[config.mk]
export PLATFORM = sky130hd
export DESIGN_NAME = alu_const_select_gen
export DESIGN_NICKNAME = d
export VERILOG_FILES = /design/src/rtl/alu_const_select_gen_pkg.sv /design/src/rtl/alu_const_select_decode.sv /design/src/rtl/alu_const_select_gen.sv
export SDC_FILE = /design/constraint.sdc
export NUM_CORES = 1
export LEC_CHECK = 0
export CORE_MARGIN = 5
export CORE_UTILIZATION = 45
export DETAILED_ROUTE_END_ITERATION = 8
export GPL_ROUTABILITY_DRIVEN = 0
export PLACE_DENSITY = 0.76
export SLEW_MARGIN = 20
export SYNTH_ARGS = -nofsm -noshare
export SYNTH_HDL_FRONTEND = slang
export SYNTH_SLANG_ARGS = --single-unit
[constraint.sdc]
create_clock -name clk -period 2.15 [get_ports clk]
set_clock_uncertainty 0.15 [all_clocks]
set_input_delay 0.215 -clock clk [delete_from_list [all_inputs] [get_ports clk]]
set_output_delay 0.215 -clock clk [all_outputs]
set_load 0.1 [all_outputs]
[src/rtl/alu_const_select_gen_pkg.sv]
// alu_const_select_gen_pkg: shared encodings for the ALU constant-select generator
// Holds request kinds, select-bit positions, the select width and a one-hot helper.
package alu_const_select_gen_pkg;
  localparam int SEL_W = 18;
  typedef enum logic [2:0] {
    KIND_RST, KIND_BITMASK, KIND_HIGHPAGE, KIND_DAA,
    KIND_NMI, KIND_BCDCOMP, KIND_HIGH1, KIND_RSVD
  } kind_e;
  localparam int SEL_0x1_HIGH = 0;
  localparam int SEL_0xFF00   = 1;
  localparam int SEL_0x01     = 2;
  localparam int SEL_0x08     = 3;
  localparam int SEL_0x10     = 4;
  localparam int SEL_0x18     = 5;
  localparam int SEL_0x20     = 6;
  localparam int SEL_0x28     = 7;
  localparam int SEL_0x30     = 8;
  localparam int SEL_0x38     = 9;
  localparam int SEL_0x66     = 10;
  localparam int SEL_0x99     = 11;
  localparam int SEL_0x06     = 12;
  localparam int SEL_0x60     = 13;
  localparam int SEL_0x02     = 14;
  localparam int SEL_0x04     = 15;
  localparam int SEL_0x40     = 16;
  localparam int SEL_0x80     = 17;
  localparam int BIT_POS [8] = '{SEL_0x01, SEL_0x02, SEL_0x04, SEL_0x08,
                                 SEL_0x10, SEL_0x20, SEL_0x40, SEL_0x80};
  typedef struct packed {
    kind_e      kind;
    logic [2:0] idx;
    logic [7:0] acc;
    logic       h;
    logic       c;
    logic       n;
  } req_t;
  function automatic logic [SEL_W-1:0] onehot(input int b);
    return {{(SEL_W-1){1'b0}}, 1'b1} << b;
  endfunction
endpackage

[src/rtl/alu_const_select_decode.sv]
// alu_const_select_decode: combinational request -> one-hot constant select
// req_i: captured request; sel_o: one-hot-or-zero select; daa_c_o: DAA carry; err_o: reserved kind.
module alu_const_select_decode
  import alu_const_select_gen_pkg::*;
(
  input  req_t             req_i,
  output logic [SEL_W-1:0] sel_o,
  output logic             daa_c_o,
  output logic             err_o
);
  logic lo_adj, hi_adj;
  assign lo_adj = req_i.h | (!req_i.n & (req_i.acc[3:0] > 4'd9));
  assign hi_adj = req_i.c | (!req_i.n & (req_i.acc > 8'h99));
  always_comb begin
    sel_o = '0;
    case (req_i.kind)
      KIND_RST:      sel_o = (req_i.idx == 3'd0) ? '0 : onehot(SEL_0x08 + int'(req_i.idx) - 1);
      KIND_BITMASK:  sel_o = onehot(BIT_POS[req_i.idx]);
      KIND_HIGHPAGE: sel_o = onehot(SEL_0xFF00);
      KIND_DAA:      sel_o = (lo_adj & hi_adj) ? onehot(SEL_0x66) :
                             lo_adj ? onehot(SEL_0x06) :
                             hi_adj ? onehot(SEL_0x60) : '0;
      KIND_NMI:      sel_o = onehot(SEL_0x66);
      KIND_BCDCOMP:  sel_o = onehot(SEL_0x99);
      KIND_HIGH1:    sel_o = onehot(SEL_0x1_HIGH);
      default:       sel_o = '0;
    endcase
  end
  assign daa_c_o = (req_i.kind == KIND_DAA) & hi_adj;
  assign err_o   = req_i.kind == KIND_RSVD;
endmodule

[src/rtl/alu_const_select_gen.sv]
// alu_const_select_gen: pipelined producer of ALU constant-select lines
// Request side: req_valid/req_ready with req_kind, req_idx, acc, flag_h/c/n.
// Result side: sel, daa_c_out with sel_valid/sel_ready; err_kind pulses when a reserved result is issued.
module alu_const_select_gen
  import alu_const_select_gen_pkg::*;
#(
  parameter int PIPE_DEPTH = 2
) (
  input  logic             clk,
  input  logic             rst_n,
  input  logic             req_valid,
  output logic             req_ready,
  input  logic [2:0]       req_kind,
  input  logic [2:0]       req_idx,
  input  logic [7:0]       acc,
  input  logic             flag_h,
  input  logic             flag_c,
  input  logic             flag_n,
  output logic [SEL_W-1:0] sel,
  output logic             sel_valid,
  input  logic             sel_ready,
  output logic             daa_c_out,
  output logic             err_kind
);
  req_t             req_in, dec_in;
  logic             dec_v, dec_c, dec_err, out_adv;
  logic [SEL_W-1:0] dec_sel, sel_q;
  logic             sel_valid_q, daa_c_q, err_q;
  assign req_in = '{kind: kind_e'(req_kind), idx: req_idx, acc: acc, h: flag_h, c: flag_c, n: flag_n};
  assign out_adv = !sel_valid_q | sel_ready;
  generate
    if (PIPE_DEPTH == 1) begin : g_p1
      assign dec_in    = req_in;
      assign dec_v     = req_valid;
      assign req_ready = out_adv;
    end else begin : g_p2
      req_t s1_q;
      logic s1_valid_q;
      // stage 1 may refill in the same cycle it drains into stage 2
      assign req_ready = !s1_valid_q | out_adv;
      always_ff @(posedge clk or negedge rst_n)
        if (!rst_n) begin
          s1_valid_q <= 1'b0;
          s1_q       <= '0;
        end else if (req_ready) begin
          s1_valid_q <= req_valid;
          s1_q       <= req_in;
        end
      assign dec_in = s1_q;
      assign dec_v  = s1_valid_q;
    end
  endgenerate
  alu_const_select_decode u_decode (
    .req_i   (dec_in),
    .sel_o   (dec_sel),
    .daa_c_o (dec_c),
    .err_o   (dec_err)
  );
  always_ff @(posedge clk or negedge rst_n)
    if (!rst_n) begin
      sel_q       <= '0;
      sel_valid_q <= 1'b0;
      daa_c_q     <= 1'b0;
      err_q       <= 1'b0;
    end else begin
      err_q <= out_adv & dec_v & dec_err;
      if (out_adv) begin
        sel_valid_q <= dec_v;
        sel_q       <= dec_v ? dec_sel : '0;
        daa_c_q     <= dec_v & dec_c;
      end
    end
  assign sel       = sel_q;
  assign sel_valid = sel_valid_q;
  assign daa_c_out = daa_c_q;
  assign err_kind  = err_q;
endmodule

-- Word-level counts from Yosys, hierarchy flattened
Memory sizes are Yosys's and may differ from the RTL's.
Cells that the tools add are included.
- flip-flop bits (word level): 39
- latch bits: 0
- memory bits (writable): 0
- ROM bits: 256
- bits of input ports: 21
- output and inout port bits: 22
- word-level logic and storage cells: 51
- memories kept: 1
- memory list (memory ; depth ; bits a word ; rd ports ; clocked after memory_dff ; write ports ; RTL line ; source):
    (name not given) ; 8 ; 32 ; 1 ; 0 ; 0 ; alu_const_select_decode.sv:18 ; KIND_BITMASK: sel_o = onehot(BIT_POS[req_i.idx]);
- add/subtract/negate cells: 2
- multiply operators: 0
- divide/modulo/power cells: 0
- magnitude comparators: 3
- eq/ne operators: 7
- shifts and indexed selects: 2
- multiplexer cells: 8
- bitwise operators: 12
- reductions and logical operators: 5
- operators by type and width (kind ; count):
    case mux 18 bit (7 select lines) ; 1
    two-way mux 18 bit ; 4
    two-way mux 32 bit ; 2
    << shifter 1 x 32 -> 18 bit, first input constant ; 2
    subtractor 32 x 2 -> 32 bit, second input constant ; 1
    two-way mux 14 bit ; 1
    equality test 3 bit, second input constant ; 4
    greater-than comparator 8 bit, second input constant ; 1
    AND 1 bit ; 7
    equality test 3 x 2 -> 1 bit, second input constant ; 2
    zero test 3 bit ; 2
    adder 2 x 3 -> 4 bit, first input constant ; 1
    >= comparator 4 bit, second input constant ; 1
    greater-than comparator 4 bit, second input constant ; 1
    NOT 3 -> 4 bit ; 1
    OR 1 bit ; 4
    equality test 3 x 1 -> 1 bit, second input constant ; 1
    zero test 1 bit ; 3

-- Depth between registers and ports, before layout
Gate-level depths: netlist (run 1).
- depth in word-level cells: 8
- depth in mapped cells: 9
- gate-level depth less buffers: 9

-- Cells and area by module
From an unflattened synthesis (run 1), not the netlist that was laid out.
- cells, all modules: 209
- area, all modules: 2210.9 um^2
- by module, submodules not included (module ; times used ; cells an instance ; area an instance (um^2) ; seq. area each (um^2)):
    alu_const_select_gen ; 1 ; 129 ; 1595.3 ; 975.9
    alu_const_select_decode ; 1 ; 80 ; 615.6 ; 0.0

-- Worst setup path before layout (run 1)
No wires, ideal clock.
- path kind: register to register
- from: reg sel_valid_q, in the netlist sel_valid
- to: reg g_p2.s1_q, in the netlist dec_in[11]
- library setup time: 182 ps
- arrival: 2447 ps
- required time: 1818 ps
- setup slack: -629 ps
- cell stages (with the launch flop): 6
- buffers on the path: 2
- period minus slack after synthesis: 2779 ps
- path through: dfrtp_1 nor2b_4 buf_2 nand2_1 clkbuf_1 o21ai_0
- cells in the longest elaborated chain, start to end: 3
- RTL lines (what ; RTL line ; source):
    from (decl) ; alu_const_select_gen.sv:28 ; logic sel_valid_q, daa_c_q, err_q;
    from (signal assigned) ; alu_const_select_gen.sv:68 ; sel_valid_q <= dec_v;
    zero test 1 bit ; alu_const_select_gen.sv:30 ; assign out_adv = !sel_valid_q | sel_ready;
    OR 1 bit ; alu_const_select_gen.sv:30 ;
    OR 1 bit ; alu_const_select_gen.sv:40 ; assign req_ready = !s1_valid_q | out_adv;
    named net req_ready ; alu_const_select_gen.sv:12 ; output logic req_ready,
    to (signal assigned) ; alu_const_select_gen.sv:47 ; s1_q <= req_in;
    to (decl) ; alu_const_select_gen.sv:37 ; req_t s1_q;
The timed path passes the listed nets, and every way through them passes these cells.
A chain may end at the register's enable or synchronous reset.

-- Worst setup path after layout (run 1)
- from: reg g_p2.s1_q, in the netlist dec_in[11]
- to: reg sel_q[6], in the netlist sel[6]
- cells in the longest elaborated chain, start to end: 7
- elaborated cells on any way between the ends: 12
- those cells by class: add/sub: 2; shift: 2; mux: 5; bitwise: 1; reduce/logical: 1; memory: 1
- RTL lines (what ; RTL line ; source):
    branches (longest 5 deep; another with subtractor 32 x 2 -> 32 bit) ; - ;
    case mux 18 bit (7 select lines) (*) ; alu_const_select_decode.sv:16 ; case (req_i.kind)
    two-way mux 18 bit (*) ; alu_const_select_gen.sv:69 ; sel_q <= dec_v ? dec_sel : '0;
    to (signal assigned) ; alu_const_select_gen.sv:69 ;
    to (decl) ; alu_const_select_gen.sv:27 ; logic [SEL_W-1:0] dec_sel, sel_q;
Mark *: on every way between the ends. The select of a mux whose other input is x is not followed.

==> summary.md, run 1 <==
| Metric | Value |
|---|---|
| Result of the run | finished clean |
| Full die area | 5580 sq um |
| Setup-failing EPs final | 0 |
| Vias | 1488 |
| Total CTS buffers | 5 |
| Row count | 23 |
| Power Density | 719 nW/um^2 |
| Sequential share of the synthesized area | 0.504 |
| Die height | 74.7 microns |
| Fin. max-slew vios | 0 |
| Worst R2R Setup Slack | 0.09 ns |
| Drt total wl | 4110 microns |
| Worst-path clk slew | 0.08 ns |
| GRT overflow | 0 |
| Number of synthesized register bits | 38 |
| RSZ-0062 raised after global routing | yes |
| Layout cell share with drive strength beyond 1 | 0.305 |
| Initial antenna violation count | 0 |
| Post-route DRC | 0 |
| Core Area | 4030 sq um |
| TritonCTS clock tree | yes |
| Met1 WL | 1910 microns |
| First-pass GRT wire length | 6820 microns |
| Min-delay worst type | primary input to flip-flop |
| Top sig layer | met4 |
| Crit path max-delay family | simple AND/OR/NAND/NOR gates |
| Yosys warnings | 0 |
| Pint | 1.21 mW |
| Reg power frac | 0.443 |
| DR vias/cell | 5.26 |
| Met3 WL | 252 microns |
| Layout Cells excl Fill | 283 |
| Net Switching | 0.592 mW |
| GRT Total Usage | 0.160 |
| FFs w/ async S/R, synth | 1.00 |
| Max cap viols | 0 |
| Crit path DAT | 2.10 ns |
| Tcrit/Tclk final | 0.958 |
| Dpl cells | 273 |
| Met2 WL post-DR | 1890 microns |
| Routed WL per cell | 14.5 microns |
| Leakage Power | 1.11 nW |
| Area contributors post-synth | dfrtp_1 50%, mux2_2 7.2%, nand2_1 6.0% |
| Req. time, crit path | 2.19 ns |
| Initial DRT Pass Iterations | 4 |
| Count leader, synth | dfrtp_1 |
| IO Pins | 43 |
| Pin count of the biggest net entering global routing | 39 |
| CP Cell Sequence | buf_4 -> ha_2 -> or2b_2 -> o211ai_1 -> buf_4 -> nand4_2 -> o221ai_1 |
| Iteration-0 DRC Markers | 94 |
| Vias in the first global route | 1441 |
| Highest Clock Rate | 485 MHz |
| Antenna Cells | 0 |
| Synth cell types | 42 |
| Worst Hold Slack | 0.325 ns |
| Slowest CP cell | dfrtp_2 |
| Initial Util | 0.468 |
| Fin. Hold Viols | 0 |
| TritonCTS Sinks | 38 |
| Slowest cell delay on critical path | 0.36 ns |
| Synth top area share | 0.504 |
| Post-DP HPWL | 3110 microns |
| Maximum vdd drop | 0.436 mV |
| Clock root cell | clkbuf_8 |
| Worst path bufs/invs | 2 |
| Max H-tree Level | 2 |
| Avg Inst Size Synth | 10.7 sq um |
| Post-Syn Nets | 204 |
| Worst setup path class | flip-flop to flip-flop |
| Synth cell count leaders | 38 x dfrtp_1, 30 x nand2_1, 13 x o21ai_0 |
| Die width | 74.7 microns |
| Period minus WS final | 2.06 ns |
| Max Fanout on Critical Path | 9 |
| # nets final | 260 |
| Gate power share | 0.282 |
| Synthesized area | 1890 sq um |
| Prevailing post-synth register cell | dfrtp_1 |
| Area Growth Syn to Fin | 33.0% |
| Worst skew pair latency | 0.29 ns |
| Worst Tran Pin Value | 0.814 ns |
| Worst Setup End Kind | flip-flop |
| Crit start category | flip-flop |
| Port Buffers | 41 |
| Switching share of power | 0.328 |
| Clk buf depth | 2 |
| Synth area leader | dfrtp_1 |
| CP dominant cell by count | buf_4 |
| Final ANT Viol Nets | 0 |
| Clock share of power | 0.274 |
| Post-synth EDFFs | 0 |
| Cell count after synthesis | 176 |
| Slew margin rel. | 0.458 |
## power groups by stage
stage                     Clock (mW)  Sequential [mW]  Combinational [mW]
after CTS                      0.504            0.797               0.493
after global placement             0            0.809               0.483
after detailed placement           0            0.811               0.490
after floorplan                    0            0.922               0.219
final                          0.494            0.798               0.509
after global routing           0.529            0.806               0.550
## tightest hold or removal path, stage by stage
cell             delay, ns
clkdlybuf4s50_1       0.39
nand2_1               0.05
o21ai_0               0.06
## cell usage in the layout, fill, tap and decap left out, types with 2 or more instances in the layout
master / count
ha_1: 4
o31ai_1: 3
o211ai_1: 5
or2b_1: 3
o221ai_1: 6
nand3_1: 6
nor3_1: 3
nand2_1: 30
ha_4: 2
nand2b_1: 2
clkdlybuf4s50_1: 18
o21ai_0: 13
clkbuf_8: 6
dfrtp_2: 3
mux2_2: 12
buf_4: 34
nor4_1: 2
nand4_1: 2
inv_1: 6
xnor2_1: 2
a32oi_1: 3
dfrtp_1: 35
nor2_1: 5
## metal layers
metal	vias up	GRT usage
li1	751	-
met1	694	0.230
met2	38	0.235
met3	5	0.0334
met4	0	0.0652
met5	-	0
## cell type report
| class | instances | area (sq um) |
|---|---|---|
| Clock inverter | 1 | 5.00 |
| Timing Repair Buffer | 55 | 470 |
| Clock buffer | 7 | 86.3 |
| Multi-Input combinational cell | 124 | 896 |
| Sequential cell | 38 | 955 |
| Tap cell | 50 | 62.6 |
| Inverter | 8 | 32.5 |
| Fill cell | 346 | 1520 |
## through the flow
stage               setup slack [ns]  TNS (ns)  instance area [sq um]  power, mW   util
CTS                           0.0166         0                   2470       1.79  0.613
global placement              0.0835         0                   2370       1.29  0.588
detailed placement            0.0470         0                   2370       1.30  0.588
global route                 -0.0100   -0.0100                   2510       1.88  0.622
floorplan                     0.0106         0                   1890       1.14      -
finish                        0.0902         0                   2510       1.80  0.622
## registers in the layout, indices dropped and copies added (netlist names)
name	count
sel_valid	1
dec_in	16
sel	18
dec_v	1
daa_c_out	1
err_kind	1
## worst paths after layout
path,startpoint,end,cells after the start
min in group asynchronous,rst_n,dec_in[16]$_DFFE_PN0P_,2
max reg2reg,dec_in[11]$_DFFE_PN0P_,sel[6]$_DFFE_PN0N_,7
min,req_kind[2],dec_in[16]$_DFFE_PN0P_,3
min reg2reg,daa_c_out$_DFFE_PN0N_,daa_c_out$_DFFE_PN0N_,2
max in group asynchronous,rst_n,dec_in[12]$_DFFE_PN0P_,2
max,dec_in[11]$_DFFE_PN0P_,sel[6]$_DFFE_PN0N_,7
## cell families (layout without fill, tap and decap cells)
logic type	Yosys count	in the layout	synth area share
DFF	38	38	0.504
and+or+nand+nor	64	64	0.177
adders and majority gates	7	7	0.0464
buffers and inverters	14	71	0.0352
AOI/OAI and AO/OA	39	39	0.157
xor gates and xnor gates	2	2	0.00929
muxes	12	12	0.0717
## repair_timing
| action | 4_1_cts | 5_1_grt |
|---|---|---|
| gates resized for setup | 0 | 7 |
| hold endpoints to repair | 38 | 0 |
| buffers inserted | 0 | 1 |
| hold buffers | 1 | 0 |
| endpoints found under the setup margin | 0 | 9 |
Power figures use the tool's default switching activity.
==> inputs of run 2 (changes only) <==
Settings changed: PLACE_DENSITY 0.76 to 0.84.
==> summary.md, run 2 (synthesis gave the netlist of run 1 again) <==
| Metric | Value |
|---|---|
| Vias in the first global route | 1539 (+6.8%) |
| Commonest non-fill, non-tap cell in the layout | buf_4 |
| Routed WL per cell | 15.5 microns (+6.5%) |
| Pin count of the biggest net entering global routing | 39 (unchanged) |
| Crit start category | flip-flop |
| Req. time, crit path | 2.20 ns (about the same) |
| IO Pins | 43 (unchanged) |
| Clock root cell | clkbuf_8 |
| Area Growth Syn to Fin | 34.8% |
| Fin. Hold Viols | 0 (unchanged) |
| Final ANT Viol Nets | 0 (unchanged) |
| Start point of the worst hold path | req_kind[2] |
| Total CTS buffers | 5 (unchanged) |
| Clk buf depth | 2 (unchanged) |
| Row count | 23 (unchanged) |
| Overall power | 1.82 mW (+0.89%) |
| Most frequent cells in the layout | 37 x buf_4, 35 x dfrtp_1, 30 x nand2_1 |
| Max cap viols | 0 (unchanged) |
| TritonCTS Sinks | 38 (unchanged) |
| Vias | 1577 (+6.0%) |
| Crit path DAT | 2.11 ns (about the same) |
| Crit path max-delay family | simple AND/OR/NAND/NOR gates |
| Setup-failing EPs final | 0 (unchanged) |
| Setup TNS | 0 ns (unchanged) |
| Min-delay worst type | primary input to flip-flop |
| Post-DP HPWL | 3320 microns (+6.6%) |
| Die height | 74.7 microns (unchanged) |
| CP startpoint | dec_in[12]$_DFFE_PN0P_ |
| Slew margin rel. | 0.457 (-0.000624) |
| Highest Clock Rate | 486 MHz (+0.21%) |
| Reg2Reg Launch Point | dec_in[12]$_DFFE_PN0P_ |
| Worst-path clk slew | 0.07 ns (about the same) |
| Worst path bufs/invs | 2 (unchanged) |
| Worst setup path class | flip-flop to flip-flop |
| DR vias/cell | 5.51 (+4.9%) |
| Die width | 74.7 microns (unchanged) |
| Post-route DRC | 0 (unchanged) |
| Maximum vdd drop | 0.457 mV (+4.6%) |
| First-pass GRT wire length | 7200 microns (+5.6%) |
| Max reg flops | 18 (unchanged) |
| Tcrit/Tclk final | 0.956 (-0.00200) |
| Initial Util | 0.468 (unchanged) |
| Drt total wl | 4420 microns (+7.6%) |
| Worst Tran Pin Value | 0.815 ns (+0.000936 ns) |
| Core Area | 4030 sq um (unchanged) |
| CP dominant cell by count | o211ai_1 |
| Layout cell share with drive strength beyond 1 | 0.322 (+0.0173) |
| Iteration-0 DRC Markers | 132 (+40%) |
| Post-CTS setup buffers | 0 (unchanged) |
| Initial DRT Pass Iterations | 4 (unchanged) |
| Result of the run | finished clean |
| Fin. max-slew vios | 0 (unchanged) |
| TritonCTS clock tree | yes |
| Initial antenna violation count | 0 (unchanged) |
| Period minus WS final | 2.06 ns (-0.00430 ns) |
| Final Util | 0.631 (+0.00870) |
| Worst Hold Slack | 0.332 ns (+0.00664 ns) |
| CP Cell Sequence | inv_4 -> ha_4 -> buf_4 -> or2b_2 -> o211ai_1 -> nand4_1 -> o211ai_1 |
| Max Fanout on Critical Path | 6 (-3) |
| Max H-tree Level | 2 (unchanged) |
| Leakage Power | 1.13 nW (+1.8%) |
| Fill cells | 316 (-8.7%) |
| Power Density | 715 nW/um^2 (-0.50%) |
| GRT Total Usage | 0.171 (+0.0113) |
| Worst skew pair latency | 0.28 ns (about the same) |
| Worst Setup End Kind | flip-flop |
| GRT overflow | 0 (unchanged) |
| Port Buffers | 41 (unchanged) |
| Full die area | 5580 sq um (unchanged) |
| Slowest cell delay on critical path | 0.39 ns (+0.03 ns) |
| Antenna Cells | 0 (unchanged) |
| # nets final | 263 (+1.2%) |
| Slowest CP cell | dfrtp_2 |
[run 2: per-layer routing]
metal  vias to the layer above  routed length, microns  global-route usage
met5                         -                       0                   0
met1                       751                    1840               0.227
met2                        65                    2090               0.267
met3                        12                     369              0.0454
li1                        749                       -                   -
met4                         0                     116              0.0692
[run 2: worst paths after layout]
path / endpoint / slack (ns) / cells past startpoint
worst min register to register: sel[8]$_DFFE_PN0N_ / 0.34 / 2
worst max register to register: sel[12]$_DFFE_PN0N_ / 0.09 / 7
max in group asynchronous: dec_in[12]$_DFFE_PN0P_ / 0.88 / 2
min in group asynchronous: sel[15]$_DFFE_PN0N_ / 0.41 / 2
worst min-delay path: dec_in[16]$_DFFE_PN0P_ / 0.33 / 3
worst max-delay path: sel[12]$_DFFE_PN0N_ / 0.09 / 7
[run 2: cell type report]
cell class                 instances  area [sq um]  share of cell area
clock inverter                     1          5.00             0.00197
inverter                           8          32.5              0.0128
sequential                        38           955               0.375
tap                               50          62.6              0.0246
timing repair buffer              58           493               0.194
multi-input combinational        124           908               0.357
clock buffer                       7          86.3              0.0340
[run 2: metrics by stage]
step	worst slack (ns)	instances	instance area, sq um
after floorplan	0.0106	176	1890
after global placement	0.103	277	2400
after detailed placement	0.0512	277	2400
after CTS	0.0380	286	2500
after global routing	-0.0221	286	2540
final	0.0945	286	2540
[run 2: worst reg2reg max path, cell delays in order, from the launching register on]
cell	delay, ns
dfrtp_2	0.39
inv_4	0.07
ha_4	0.16
buf_4	0.14
or2b_2	0.30
o211ai_1	0.29
nand4_1	0.24
o211ai_1	0.25
[run 2: report_power, final]
| group | internal, mW | leakage [nW] | switching (mW) | total [mW] |
|---|---|---|---|---|
| Clock | 0.258 | 0.0482 | 0.233 | 0.492 |
| Sequential | 0.763 | 0.483 | 0.0344 | 0.797 |
| Combinational | 0.193 | 0.597 | 0.335 | 0.528 |
[run 2: repair_timing]
item | CTS | global route
endpoints found under the setup margin | 0 | 13
hold buffers | 1 | 0
endpoints found under the hold margin | 38 | 0
resized for setup | 0 | 10
